`config.mk`:
```
export PLATFORM = sky130hd
export DESIGN_NAME = pwm_speed_decoder_flat
export DESIGN_NICKNAME = d
export VERILOG_FILES = /design/src/rtl/pwm_speed_decoder_pkg.sv /design/src/rtl/pwm_speed_decoder_if.sv /design/src/rtl/pwm_speed_decoder_sync_edge_detect.sv /design/src/rtl/pwm_speed_decoder.sv /design/src/flat_wrapper.sv
export SDC_FILE = /design/constraint.sdc
export NUM_CORES = 1
export LEC_CHECK = 0
export CAP_MARGIN = 20
export CORE_MARGIN = 2
export CORE_UTILIZATION = 55
export CTS_BUF_LIST = sky130_fd_sc_hd__clkbuf_2
export DETAILED_ROUTE_END_ITERATION = 7
export PLACE_DENSITY_LB_ADDON = 0.3
export SKIP_LAST_GASP = 1
export SYNTH_ARGS = -nofsm -noshare
export SYNTH_HDL_FRONTEND = slang
export SYNTH_SLANG_ARGS = --single-unit
```
`constraint.sdc`:
```
create_clock -name clk -period 3.6 [get_ports clk]
set_clock_uncertainty 0.05 [all_clocks]
set_input_delay 0.72 -clock clk [delete_from_list [all_inputs] [get_ports clk]]
set_output_delay 0.72 -clock clk [all_outputs]
set_load 0.1 [all_outputs]
```
`src/rtl/pwm_speed_decoder_pkg.sv`:
```
// Shared motor package: speed encoding used by the PWM generator, LED logic and this decoder,
// plus the duty thresholds and decoder FSM state type.
package pwm_speed_decoder_pkg;

    typedef enum logic [1:0] {
        SpeedStop    = 2'b00,
        SpeedSlow    = 2'b01,
        SpeedFast    = 2'b10,
        SpeedFastest = 2'b11
    } speed_state_t;

    typedef enum logic {
        StAcquire = 1'b0,
        StMeasure = 1'b1
    } dec_state_t;

    // Duty is compared as 16*H against N*P, so each level boundary sits at N/16.
    localparam int unsigned DutyShift    = 4;
    localparam int unsigned StopLimitNum = 2;
    localparam int unsigned SlowLimitNum = 6;
    localparam int unsigned FastLimitNum = 10;

endpackage

```
`src/rtl/pwm_speed_decoder_if.sv`:
```
// Measurement bus of the PWM speed decoder: the PWM line in, the published measurement out.
interface pwm_speed_decoder_if
    import pwm_speed_decoder_pkg::*;
#(
    parameter int unsigned CNT_WIDTH = 16
);

    logic                 pwm_in;
    logic [CNT_WIDTH-1:0] high_time;
    logic [CNT_WIDTH-1:0] period;
    speed_state_t         speed_level;
    logic                 meas_valid;
    logic                 stalled;

    modport master (
        input  pwm_in,
        output high_time,
        output period,
        output speed_level,
        output meas_valid,
        output stalled
    );

    modport slave (
        output pwm_in,
        input  high_time,
        input  period,
        input  speed_level,
        input  meas_valid,
        input  stalled
    );

endinterface

```
`src/rtl/pwm_speed_decoder_sync_edge_detect.sv`:
```
// Two-flop synchroniser for the asynchronous PWM line followed by a rising-edge detector.
module pwm_speed_decoder_sync_edge_detect (
    input  logic clk,
    input  logic reset_n,
    input  logic async_in,
    output logic synced,
    output logic rise
);

    logic sync1_q;
    logic sync2_q;
    logic prev_q;

    always_ff @(posedge clk or negedge reset_n) begin
        if (!reset_n) begin
            sync1_q <= 1'b0;
            sync2_q <= 1'b0;
            prev_q  <= 1'b0;
        end else begin
            sync1_q <= async_in;
            sync2_q <= sync1_q;
            prev_q  <= sync2_q;
        end
    end

    assign synced = sync2_q;
    assign rise   = sync2_q & ~prev_q;

endmodule

```
`src/rtl/pwm_speed_decoder.sv`:
```
// Measures high time and period of a motor PWM line, classifies the duty into a speed level
// and flags a line that has stopped toggling.
module pwm_speed_decoder
    import pwm_speed_decoder_pkg::*;
#(
    parameter int unsigned CNT_WIDTH      = 16,
    parameter int unsigned TIMEOUT_CYCLES = 16384
) (
    input logic                  clk,
    input logic                  reset_n,
    pwm_speed_decoder_if.master  bus
);

    localparam int unsigned ProdWidth = CNT_WIDTH + 5;
    localparam logic [CNT_WIDTH-1:0] TimeoutVal = CNT_WIDTH'(TIMEOUT_CYCLES);
    localparam logic [CNT_WIDTH-1:0] TimeoutPre = CNT_WIDTH'(TIMEOUT_CYCLES - 1);
    localparam logic [CNT_WIDTH-1:0] CntMax     = '1;
    localparam logic [CNT_WIDTH-1:0] CntOne     = CNT_WIDTH'(1);

    logic synced;
    logic rise;

    pwm_speed_decoder_sync_edge_detect u_sync_edge_detect (
        .clk      (clk),
        .reset_n  (reset_n),
        .async_in (bus.pwm_in),
        .synced   (synced),
        .rise     (rise)
    );

    dec_state_t           state_q;
    logic [CNT_WIDTH-1:0] period_cnt_q;
    logic [CNT_WIDTH-1:0] high_cnt_q;
    logic [CNT_WIDTH-1:0] high_time_q;
    logic [CNT_WIDTH-1:0] period_q;
    speed_state_t         speed_q;
    logic                 meas_valid_q;
    logic                 stalled_q;
    speed_state_t         speed_meas;
    logic                 timeout;

    function automatic speed_state_t classify(logic [CNT_WIDTH-1:0] h, logic [CNT_WIDTH-1:0] p);
        logic [ProdWidth-1:0] h16;
        logic [ProdWidth-1:0] p_stop;
        logic [ProdWidth-1:0] p_slow;
        logic [ProdWidth-1:0] p_fast;
        h16    = ProdWidth'(h) << DutyShift;
        p_stop = ProdWidth'(p) * ProdWidth'(StopLimitNum);
        p_slow = ProdWidth'(p) * ProdWidth'(SlowLimitNum);
        p_fast = ProdWidth'(p) * ProdWidth'(FastLimitNum);
        if (h16 < p_stop) begin
            return SpeedStop;
        end else if (h16 < p_slow) begin
            return SpeedSlow;
        end else if (h16 < p_fast) begin
            return SpeedFast;
        end
        return SpeedFastest;
    endfunction

    always_comb begin
        speed_meas = classify(high_cnt_q, period_cnt_q);
    end

    // Fires only on the step into saturation, so a held line yields a single timeout.
    assign timeout = !rise && (period_cnt_q == TimeoutPre);

    always_ff @(posedge clk or negedge reset_n) begin
        if (!reset_n) begin
            period_cnt_q <= '0;
            high_cnt_q   <= '0;
        end else begin
            if (rise) begin
                period_cnt_q <= CntOne;
            end else if (period_cnt_q != TimeoutVal) begin
                period_cnt_q <= period_cnt_q + CntOne;
            end
            if (rise) begin
                high_cnt_q <= CntOne;
            end else if (synced && (high_cnt_q != CntMax)) begin
                high_cnt_q <= high_cnt_q + CntOne;
            end
        end
    end

    always_ff @(posedge clk or negedge reset_n) begin
        if (!reset_n) begin
            state_q      <= StAcquire;
            high_time_q  <= '0;
            period_q     <= '0;
            speed_q      <= SpeedStop;
            meas_valid_q <= 1'b0;
            stalled_q    <= 1'b0;
        end else begin
            meas_valid_q <= 1'b0;
            if (rise) begin
                state_q <= StMeasure;
                if (state_q == StMeasure) begin
                    high_time_q  <= high_cnt_q;
                    period_q     <= period_cnt_q;
                    speed_q      <= speed_meas;
                    meas_valid_q <= 1'b1;
                    stalled_q    <= 1'b0;
                end
            end else if (timeout) begin
                state_q      <= StAcquire;
                stalled_q    <= 1'b1;
                meas_valid_q <= 1'b1;
                speed_q      <= synced ? SpeedFastest : SpeedStop;
            end
        end
    end

    assign bus.high_time   = high_time_q;
    assign bus.period      = period_q;
    assign bus.speed_level = speed_q;
    assign bus.meas_valid  = meas_valid_q;
    assign bus.stalled     = stalled_q;

endmodule

```
`src/flat_wrapper.sv`:
```
// flat-port wrapper written by rule: the top's interface ports become plain ports
module pwm_speed_decoder_flat import pwm_speed_decoder_pkg::*;
#(
    parameter int unsigned CNT_WIDTH      = 16,
    parameter int unsigned TIMEOUT_CYCLES = 16384
)
  (clk, reset_n, bus_pwm_in, bus_high_time, bus_period, bus_speed_level, bus_meas_valid, bus_stalled);
  pwm_speed_decoder_if #(.CNT_WIDTH(CNT_WIDTH)) bus_i ();
  input logic clk;
  input logic reset_n;
  input wire logic [$bits(bus_i.pwm_in)-1:0] bus_pwm_in;
  output wire logic [$bits(bus_i.high_time)-1:0] bus_high_time;
  output wire logic [$bits(bus_i.period)-1:0] bus_period;
  output wire logic [$bits(bus_i.speed_level)-1:0] bus_speed_level;
  output wire logic [$bits(bus_i.meas_valid)-1:0] bus_meas_valid;
  output wire logic [$bits(bus_i.stalled)-1:0] bus_stalled;
  assign bus_i.pwm_in = bus_pwm_in;
  assign bus_high_time = bus_i.high_time;
  assign bus_period = bus_i.period;
  assign bus_speed_level = bus_i.speed_level;
  assign bus_meas_valid = bus_i.meas_valid;
  assign bus_stalled = bus_i.stalled;
  pwm_speed_decoder #(.CNT_WIDTH(CNT_WIDTH), .TIMEOUT_CYCLES(TIMEOUT_CYCLES)) u_core (.clk(clk), .reset_n(reset_n), .bus(bus_i));
endmodule
```
==> results.yml <==
outcome:
  outcome: "completed"
critical_path:
  cp_slowest_stage_delay_ns: 0.50
  criticalPathCategory: "flop to flop"
  crit_required_ns: 4.03
  cp_top_family: "compound AO/OA/AOI/OAI gates"
  r2r_cells: 15
  cp.arrival_ns: 3.92
  critPathSlowestCell: "dfrtp_2"
  startpoint: "u_core.period_cnt_q[1]$_DFFE_PN0P_"
  worstPathCellList: "ha_2 > fa_1 > a21oi_2 > o211ai_1 > a31oi_2 > o21ai_1 > a21oi_1 > xor2_1 > ha_1 > nand2_1 > nor4_2 > nand4_1 > o21ai_2 > o2111a_1 > o21ai_1"
  cp-end-kind: "flop"
  rrSetupSlack_ns: 0.11
  worstReg2RegStart: "u_core.period_cnt_q[1]$_DFFE_PN0P_"
  crit_path_start_kind: "flop"
  crit_path_max_fanout: 5
  regToRegEndpoint: "u_core.bus.speed_level[0]$_DFFE_PN0P_"
  worst_path_most_repeated_cell: "o21ai_1"
  path_buf_inv: 0
yosys:
  synth.net_count: 701
  yosysUniqueCellTypes: 66
  ys.flop_type: "dfrtp_1"
  yosys_warnings: 0
  async_flop_share: 1.00
  syn_area_um2: 5660
  synthCells: 596
  synth_top_area_share: 0.319
  synth_area_per_cell_um2: 9.49
  synth_edf_count: 0
  ys_top_cells_by_area: "dfrtp_1 32%, ha_1 22%, xnor2_1 5.0%"
  yosysTopAreaCell: "dfrtp_1"
  ys_seq_elements: 72
  ys_seq_area_frac: 0.319
floorplan:
  dieArea_um2: 11100
  ios: 39
  die_w_um: 105
  std_cell_rows: 37
  core-area_um2: 10100
  die_h_um: 105
  start_util: 0.558
sta:
  setup_viol: 0
  max_freq_ghz: 0.287
  period_needed_ns: 3.49
  worst_pin_slew_ns: 0.985
  timing.hold.ws_ns: 0.284
  finalCritPeriodShare: 0.969
  setup_ws_ns: 0.110
  maxSlewViolCount: 0
  hold_viol_final: 0
  relSlewSlack: 0.342
route:
  wire_per_inst_um: 16.9
  vias_per_cell: 5.79
  first_pass_iters: 4
  vias: 4620
  route.detailed.drc: 0
  wirelength_mm: 13.5
  ant_nets: 0
  first_iter_violations: 267
global_routing:
  grt_pass1_vias: 4499
  grt-ovfl-total: 0
  grt_max_degree: 73
  grt.total_usage: 0.251
  antenna_found_initial: 0
  grt_pass1_wl_mm: 22.1
job:
  drv_cap: 0
power_and_ir_drop:
  clockPowerShare: 0.151
  power_frac_seq: 0.374
  p_int_mw: 1.46
  ir_worst_vdd_v: 0.000601
  p_per_area_nw_per_um2: 393
  p_sw_frac: 0.436
  p_comb_frac: 0.475
  p_sw_mw: 1.13
  p_leak_nw: 3.12
placement:
  dp_hpwl_mm: 10.3
  post-place-ws_ns: -0.0126
  place.gp.congestion: 0.938
  port_buffers: 38
  placed_cell_area_um2: 6310
finish:
  fillerInstances: 799
  design_area_um2: 6590
  final_nets: 762
  drive_above_1_share: 0.133
  seq_area_um2: 1810
  area_growth_pct: 16.6
  antenna_cells: 0
  layout_common_cells: "92 x ha_1, 67 x dfrtp_1, 52 x nand2_1"
  multi_input_area_um2: 3870
  final_common_cell: "ha_1"
cts:
  htree_levels: 3
  cts_tree: "built"
  clk_path_buf_depth: 2
  cts_hold_buf: 0
  path_clk_slew_ns: 0.22
  root_buffer: "clkbuf_2"
  cts_sinks: 72
  clk-insertion-delay-late_ns: 0.57
  cts_buffers: 9
hold_path:
  min_path_type: "input port to asynchronous set/reset pin"
## how the worst max path moves through the flow
| stage | end | slack (ns) | depth (start not counted) |
|---|---|---|---|
| 6_report | u_core.bus.speed_level[0]$_DFFE_PN0P_ | 0.11 | 15 |
| 5_1_grt | u_core.bus.speed_level[0]$_DFFE_PN0P_ | -0.06 | 15 |
| 4_1_cts | u_core.bus.speed_level[0]$_DFFE_PN0P_ | 0.007 | 14 |
| 3_5_place_dp | u_core.bus.speed_level[0]$_DFFE_PN0P_ | -0.01 | 15 |
| 3_3_place_gp | u_core.bus.speed_level[0]$_DFFE_PN0P_ | 0.09 | 13 |
| 2_1_floorplan | u_core.bus.speed_level[0]$_DFFE_PN0P_ | 0.33 | 14 |
## cells in the mapped netlist, types with 4 or more instances
cell      count
dfrtp_1      72
buf_2         4
o211ai_1      7
nand3_1      14
a211oi_1      6
nor2_1       50
nand4_1       9
a21o_1       12
and3_1        7
clkbuf_1      5
o21a_1        5
ha_1        100
o21ai_1      29
inv_1        31
or3_1         5
nor3_1        9
o21ai_0      15
nand2_1      52
xnor2_1      32
mux2_1       11
xor2_1       17
a21oi_1      41
## state kept, by name, indices dropped and copies added (netlist names)
register	flops
u_core.bus.high_time	16
u_core.bus.period	16
u_core.high_cnt_q	16
u_core.period_cnt_q	16
u_core.bus.speed_level	2
u_core.bus.meas_valid	1
u_core.bus.stalled	1
u_core.state_q	1
u_core.u_sync_edge_detect.prev_q	1
u_core.u_sync_edge_detect.sync1_q	1
u_core.u_sync_edge_detect.synced	1
## logic make-up after synthesis
| group | count (synthesis) | share of synthesized area |
|---|---|---|
| simple gates | 169 | 0.144 |
| compound gates | 148 | 0.177 |
| fa+ha+maj | 102 | 0.228 |
| flops | 72 | 0.319 |
| xor+xnor | 49 | 0.0759 |
| buf+inv | 42 | 0.0294 |
| mux | 14 | 0.0276 |
## power groups by stage
stage | logic (mW) | registers [mW] | clock network (mW)
final | 1.23 | 0.969 | 0.390
after global routing | 1.34 | 0.980 | 0.424
after CTS | 1.13 | 0.957 | 0.394
after detailed placement | 1.10 | 0.972 | 0
after global placement | 1.09 | 0.969 | 0
after floorplan | 0.546 | 1.22 | 0
## per-layer routing
| layer | GRT usage | wire (µm) | vias to the layer above |
|---|---|---|---|
| met3 | 0.0464 | 584 | 32 |
| met2 | 0.428 | 6590 | 109 |
| met4 | 0.103 | 438 | 0 |
| met5 | 0 | 0 | - |
| met1 | 0.311 | 5900 | 2210 |
| li1 | - | - | 2269 |
## layout make-up
class	count	area share
clock buffers	10	0.00759
repair buffers	60	0.0820
flip-flops and latches	72	0.274
multi-input cells	482	0.587
well taps	136	0.0258
inverters	32	0.0182
clock inverters	6	0.00531
## through the flow
stage               std cells  utilization  setup TNS, ns  power [mW]
floorplan                 596            -              0        1.76
global placement          780        0.622              0        2.06
detailed placement        780        0.622        -0.0126        2.07
CTS                       796        0.632              0        2.48
global route              798        0.650        -0.0992        2.75
finish                    798        0.650              0        2.59
## what timing repair did
action                                  4_1_cts  5_1_grt
gates cloned                                  0        0
pin swaps                                     0       12
setup buffers                                 0        2
endpoints found under the setup margin        1        2
resized for setup                             3       35
Note: power is estimated with default switching activity, not from simulation.
